<file path="src/rtl/call_return_unit_pkg.sv">
// Shared definitions for the call/return unit.
// State encoding and request latencies.
package call_return_unit_pkg;

    typedef enum logic [1:0] {
        ST_IDLE = 2'd0,
        ST_PUSH = 2'd1,
        ST_POP  = 2'd2,
        ST_WAIT = 2'd3
    } state_t;

    localparam int CALL_LAT = 1;
    localparam int RET_LAT  = 3;

endpackage

</file>
<file path="src/rtl/call_return_unit_if.sv">
// Bus between the call/return unit and its return-address stack.
// master = call/return unit, slave = stack.
interface call_return_unit_if #(
    parameter int width = 16
);

    logic [width-1:0] stk_data;
    logic             stk_push;
    logic             stk_pop;
    logic [width-1:0] stk_q;
    logic             stk_empty;
    logic             stk_full;

    modport master (
        output stk_data, stk_push, stk_pop,
        input  stk_q, stk_empty, stk_full
    );

    modport slave (
        input  stk_data, stk_push, stk_pop,
        output stk_q, stk_empty, stk_full
    );

endinterface

</file>
<file path="src/rtl/call_return_unit.sv">
// Call/return sequencer: pushes return addresses on call,
// pops them on ret, and emits a one-cycle PC load strobe.
module call_return_unit
    import call_return_unit_pkg::*;
#(
    parameter int width = 16,
    parameter int depth = 16
) (
    input  logic                       clock,
    input  logic                       reset,
    input  logic                       call,
    input  logic                       ret,
    input  logic [width-1:0]           pc_in,
    input  logic [width-1:0]           target,
    output logic [width-1:0]           pc_out,
    output logic                       pc_load,
    output logic                       busy,
    output logic                       overflow,
    output logic                       underflow,
    output logic [$clog2(depth+1)-1:0] level,
    call_return_unit_if.master         stk
);

    localparam int LW = $clog2(depth + 1);
    localparam logic [LW-1:0] LMAX = LW'(depth);

    state_t           r_state, w_state;
    logic [width-1:0] r_pc_out, w_pc_out;
    logic [width-1:0] r_stk_data, w_stk_data;
    logic             r_pc_load, w_pc_load;
    logic             r_push, w_push;
    logic             r_pop, w_pop;
    logic             r_ovf, w_ovf;
    logic             r_udf, w_udf;
    logic [LW-1:0]    r_level, w_level;

    always_ff @(posedge clock) begin
        if (!reset) begin
            r_state    <= ST_IDLE;
            r_pc_out   <= '0;
            r_stk_data <= '0;
            r_pc_load  <= 1'b0;
            r_push     <= 1'b0;
            r_pop      <= 1'b0;
            r_ovf      <= 1'b0;
            r_udf      <= 1'b0;
            r_level    <= '0;
        end else begin
            r_state    <= w_state;
            r_pc_out   <= w_pc_out;
            r_stk_data <= w_stk_data;
            r_pc_load  <= w_pc_load;
            r_push     <= w_push;
            r_pop      <= w_pop;
            r_ovf      <= w_ovf;
            r_udf      <= w_udf;
            r_level    <= w_level;
        end
    end

    // Strobes are registered, so they are set on the edge entering PUSH/POP.
    always_comb begin
        w_state    = r_state;
        w_pc_out   = r_pc_out;
        w_stk_data = r_stk_data;
        w_pc_load  = 1'b0;
        w_push     = 1'b0;
        w_pop      = 1'b0;
        w_ovf      = r_ovf;
        w_udf      = r_udf;
        w_level    = r_level;
        unique case (r_state)
            ST_IDLE: begin
                if (call) begin
                    if (stk.stk_full) begin
                        w_ovf = 1'b1;
                    end else begin
                        w_stk_data = pc_in + width'(1);
                        w_pc_out   = target;
                        w_pc_load  = 1'b1;
                        w_push     = 1'b1;
                        w_state    = ST_PUSH;
                        if (r_level != LMAX)
                            w_level = r_level + 1'b1;
                    end
                end else if (ret) begin
                    if (stk.stk_empty) begin
                        w_udf = 1'b1;
                    end else begin
                        w_pop   = 1'b1;
                        w_state = ST_POP;
                        if (r_level != '0)
                            w_level = r_level - 1'b1;
                    end
                end
            end
            ST_PUSH: w_state = ST_IDLE;
            ST_POP:  w_state = ST_WAIT;
            ST_WAIT: begin
                w_pc_out  = stk.stk_q;
                w_pc_load = 1'b1;
                w_state   = ST_IDLE;
            end
        endcase
    end

    assign pc_out       = r_pc_out;
    assign pc_load      = r_pc_load;
    assign busy         = (r_state != ST_IDLE);
    assign overflow     = r_ovf;
    assign underflow    = r_udf;
    assign level        = r_level;
    assign stk.stk_data = r_stk_data;
    assign stk.stk_push = r_push;
    assign stk.stk_pop  = r_pop;

endmodule

</file>
<file path="src/flat_wrapper.sv">
// flat-port wrapper written by rule: the top's interface ports become plain ports
module call_return_unit_flat import call_return_unit_pkg::*;
#(
    parameter int width = 16,
    parameter int depth = 16
)
  (clock, reset, call, ret, pc_in, target, pc_out, pc_load, busy, overflow, underflow, level, stk_stk_data, stk_stk_push, stk_stk_pop, stk_stk_q, stk_stk_empty, stk_stk_full);
  call_return_unit_if #(.width(width)) stk_i ();
  input  logic clock;
  input  logic reset;
  input  logic call;
  input  logic ret;
  input  logic [width-1:0] pc_in;
  input  logic [width-1:0] target;
  output logic [width-1:0] pc_out;
  output logic pc_load;
  output logic busy;
  output logic overflow;
  output logic underflow;
  output logic [$clog2(depth+1)-1:0] level;
  output wire logic [$bits(stk_i.stk_data)-1:0] stk_stk_data;
  output wire logic [$bits(stk_i.stk_push)-1:0] stk_stk_push;
  output wire logic [$bits(stk_i.stk_pop)-1:0] stk_stk_pop;
  input wire logic [$bits(stk_i.stk_q)-1:0] stk_stk_q;
  input wire logic [$bits(stk_i.stk_empty)-1:0] stk_stk_empty;
  input wire logic [$bits(stk_i.stk_full)-1:0] stk_stk_full;
  assign stk_stk_data = stk_i.stk_data;
  assign stk_stk_push = stk_i.stk_push;
  assign stk_stk_pop = stk_i.stk_pop;
  assign stk_i.stk_q = stk_stk_q;
  assign stk_i.stk_empty = stk_stk_empty;
  assign stk_i.stk_full = stk_stk_full;
  call_return_unit #(.width(width), .depth(depth)) u_core (.clock(clock), .reset(reset), .call(call), .ret(ret), .pc_in(pc_in), .target(target), .pc_out(pc_out), .pc_load(pc_load), .busy(busy), .overflow(overflow), .underflow(underflow), .level(level), .stk(stk_i));
endmodule
</file>
<file path="config.mk">
export PLATFORM = sky130hd
export DESIGN_NAME = call_return_unit_flat
export DESIGN_NICKNAME = d
export VERILOG_FILES = /design/src/rtl/call_return_unit_pkg.sv /design/src/rtl/call_return_unit_if.sv /design/src/rtl/call_return_unit.sv /design/src/flat_wrapper.sv
export SDC_FILE = /design/constraint.sdc
export NUM_CORES = 1
export LEC_CHECK = 0
export ABC_AREA = 1
export CORE_ASPECT_RATIO = 1.1
export CORE_MARGIN = 2
export CORE_UTILIZATION = 30
export DETAILED_ROUTE_END_ITERATION = 12
export PLACE_DENSITY = 0.62
export SYNTH_ARGS = -nofsm -noshare
export SYNTH_HDL_FRONTEND = slang
export SYNTH_SLANG_ARGS = --single-unit
</file>
<file path="constraint.sdc">
create_clock -name clock -period 4.75 [get_ports clock]
set_clock_uncertainty 0.2 [all_clocks]
set_input_delay 0.475 -clock clock [delete_from_list [all_inputs] [get_ports clock]]
set_output_delay 0.475 -clock clock [all_outputs]
set_load 0.01 [all_outputs]
</file>
==> impl_metrics.toml <==
[route]
drt_wl_total_um = 6140
first_pass_iters = 4
drt-initial-drc-count = 60
routed_via_density = 4.41
ant_nets = 0
wl_per_cell_um = 11.7
num_vias = 2321
drc_errors = 0

[synthesis]
synth_edf_count = 0
yosys_register_bits = 44
avgSynthCellArea_um2 = 7.35
synth_nets = 386
syn_inst = 324
synthMuxAreaShare_pct = 7.56
synth_area_mm2 = 0.00238
synth_top_area_share_pct = 37.0
synth_xor_xnor_area_share_pct = 3.31
synth.distinct_cells = 28
synth_top_family_by_area = "simple AND/OR/NAND/NOR gates"
synth.largest_area_cell = "dfxtp_1"
synth_fa_ha_area_share_pct = 4.52
ys_seq_area_share_pct = 37.0
synth.area.top_cells = "dfxtp_1 (37%), nor2_1 (11%), mux2_2 (7.6%)"
synth-compound-area-share_pct = 9.40
postSynth.asyncResetShare_pct = 0
yosys_warnings = 0
yosys.area_share.simple_pct = 30.1
ys.flop_type = "dfxtp_1"

[floorplan]
dieArea_mm2 = 0.00867
io_pins = 97
core.rowCount = 34
die_h_um = 97.5
die_x_um = 89.0
design.core.area_mm2 = 0.00783
start_util_pct = 30.4

[power]
finalPower_uw = 965
internal-power_uw = 695
p_seq_share_pct = 43.4
leakagePower_uw = 0.00152
switchingPower_uw = 271
combPwrFrac_pct = 27.3
ir_drop_mv = 0.180
switching_share_pct = 28.0
powerDensity_mw_per_mm2 = 274
clkPwrFrac_pct = 29.3

[placement]
dpl-instance-area_mm2 = 0.00342
dpl.cell_count = 518
portBuffers = 96
gp_congestion = 0.874
hpwlAfterDp_um = 4620

[final_layout]
final_cells = 526
n_fill_cell = 797
multi_input_area_mm2 = 0.00131
num_antenna_cells = 0
final_cell_area_mm2 = 0.00353
final_util_pct = 45.1
layout-drive-gt1-share_pct = 8.85
final-seq-area_um2 = 881
area_growth_pct = 48.1
final_nets = 479

[cts]
htreeDepth = 2
cts.sinks = 44
clk_pin_slew_ns = 0.08
ctsHoldBuffers = 0
cts_root_buf = "clkbuf_8"
cts_tree = "yes"
cts_buffers = 5
cts.path.max_buffers = 2
clk_latency_ns = 0.29
post_cts_buffers = 0
cts_resized = 0

[setup_path]
cp_max_fo = 5
cp.arrival_ns = 1.75
crit_family = "buffers and inverters"
cp-startpoint = "u_core.r_state[0]"
setup.worst_path.end_class = "output port"
r2r_start = "u_core.r_state[1]"
ff2ff_path_depth = 6
cp_data_required_time_ns = 4.07
critPathBufInv = 3
critPathCapture = "busy"
slowest_stage = "clkdlybuf4s50_1"
max_stage_delay_ns = 0.60
cp-start-kind = "flip-flop"
path_class = "flip-flop to output port"
r2r-end = "u_core.pc_out[6]"
reg2reg_slack_ns = 2.62
path_cells = "inv_1 > ha_1 > inv_1 > clkdlybuf4s50_1"
cp_common_cell = "inv_1"
crit_cells = 4

[timing]
tns_ns = 0
slew_headroom_pct = 39.7
fmax_ghz = 0.413
rsz0062_at_grt = "no"
hold_viol = 0
worstMarginPinSlew_ns = 0.902
finalMaxSlewViolations = 0
finalCritPeriodShare_pct = 51.0
period_minus_slack_ns = 2.42
setup_viol = 0

[global_routing]
grt_pass1_wl_um = 9670
grt_start_max_net_pins = 30
grt-ovfl-total = 0
grt.total_usage_pct = 13.9
grt_pass1_vias = 2159
antenna_found_initial = 0

[flow_run]
cap_viol_max_count = 0

[hold_path]
hold_path.class = "flip-flop to flip-flop"

[outcome]
status = "completed"
-- registers in the layout (all words and copies together) (netlist names) --
register,flops
u_core.stk.stk_pop,1
u_core.pc_out,16
u_core.stk.stk_push,1
u_core.stk.stk_data,16
u_core.overflow,1
u_core.r_state,2
u_core.level,5
u_core.underflow,1
u_core.pc_load,1
-- power groups by stage --
stage | Combinational, µW | Clock (µW) | Sequential [µW]
final | 263 | 283 | 419
after global routing | 291 | 309 | 424
after CTS | 267 | 294 | 420
after detailed placement | 266 | 0 | 428
after global placement | 261 | 0 | 428
after floorplan | 123 | 0 | 438
-- final cells by class --
cell class / instances / area share, %
Sequential cell: 44 / 25.0
Inverter: 35 / 3.80
Clock buffer: 6 / 2.06
Multi-Input combinational cell: 235 / 37.1
Tap cell: 108 / 3.83
Timing Repair Buffer: 96 / 27.2
Clock inverter: 2 / 0.993
-- layer usage --
layer / track usage (%) / vias to the layer above / wire length [µm]
met3: 2.12 / 4 / 354
met5: 0 / - / 0
met4: 3.79 / 0 / 38
li1: - / 1224 / -
met1: 17.1 / 1025 / 2770
met2: 24.9 / 68 / 2990
-- cells in the final DEF, fill, tap and decap left out --
cell type,netlist,layout
o21ai_0,25,25
xnor2_1,4,4
clkbuf_1,3,1
ha_1,7,7
a21oi_1,11,11
mux2_2,16,16
xor2_1,5,5
inv_2,1,1
nand3_1,21,21
clkdlybuf4s50_1,0,96
bufinv_16,0,1
fa_1,1,1
nor2_8,2,2
o21ai_2,1,1
inv_4,1,1
nor2_2,5,5
inv_1,33,33
dfxtp_1,44,44
nand4_1,3,3
o21ai_1,2,2
nand3b_1,4,4
a31oi_1,4,4
nand2_1,47,47
nand2_4,1,1
clkbuf_8,0,5
nor2_4,2,2
nand2_2,1,1
nor2_1,71,71
nor3_1,2,2
clkinv_2,0,1
-- cells by family after synthesis --
| logic type | after synthesis |
|---|---|
| AO/OA/AOI/OAI | 43 |
| multiplexers | 16 |
| adder cells (fa/ha/maj) | 8 |
| XOR/XNOR | 9 |
| AND/OR/NAND/NOR | 159 |
| flip-flops | 44 |
| buffers and inverters | 45 |
-- per-stage QoR --
stage | hold WS [ns] | setup WS [ns]
5_1_grt | 0.283 | 2.14
4_1_cts | 0.271 | 2.31
6_report | 0.263 | 2.33
3_5_place_dp | 0.258 | 2.06
2_1_floorplan | 0.274 | 3.04
3_3_place_gp | 0.241 | 2.11
-- worst min-delay path: stages, from the launching register on --
cell     delay [ns]
dfxtp_1        0.32
inv_1          0.05
a21oi_1        0.05
-- Yosys cell counts, types with 5 or more instances --
cell type  instances
nand3_1           21
a21oi_1           11
o21ai_0           25
buf_2              5
mux2_2            16
nor2_2             5
xor2_1             5
inv_1             33
ha_1               7
dfxtp_1           44
nor2_1            71
nand2_1           47
-- worst min-delay path by stage --
stage                          start               end  slack [ns]  depth (start not counted)
global route         u_core.overflow   u_core.overflow        0.28                          2
floorplan            u_core.overflow   u_core.overflow        0.27                          2
finish               u_core.overflow   u_core.overflow        0.26                          2
global placement    u_core.underflow  u_core.underflow        0.24                          2
CTS                  u_core.overflow   u_core.overflow        0.27                          2
detailed placement   u_core.overflow   u_core.overflow        0.26                          2
No activity file was read; power rests on OpenSTA's default activity.
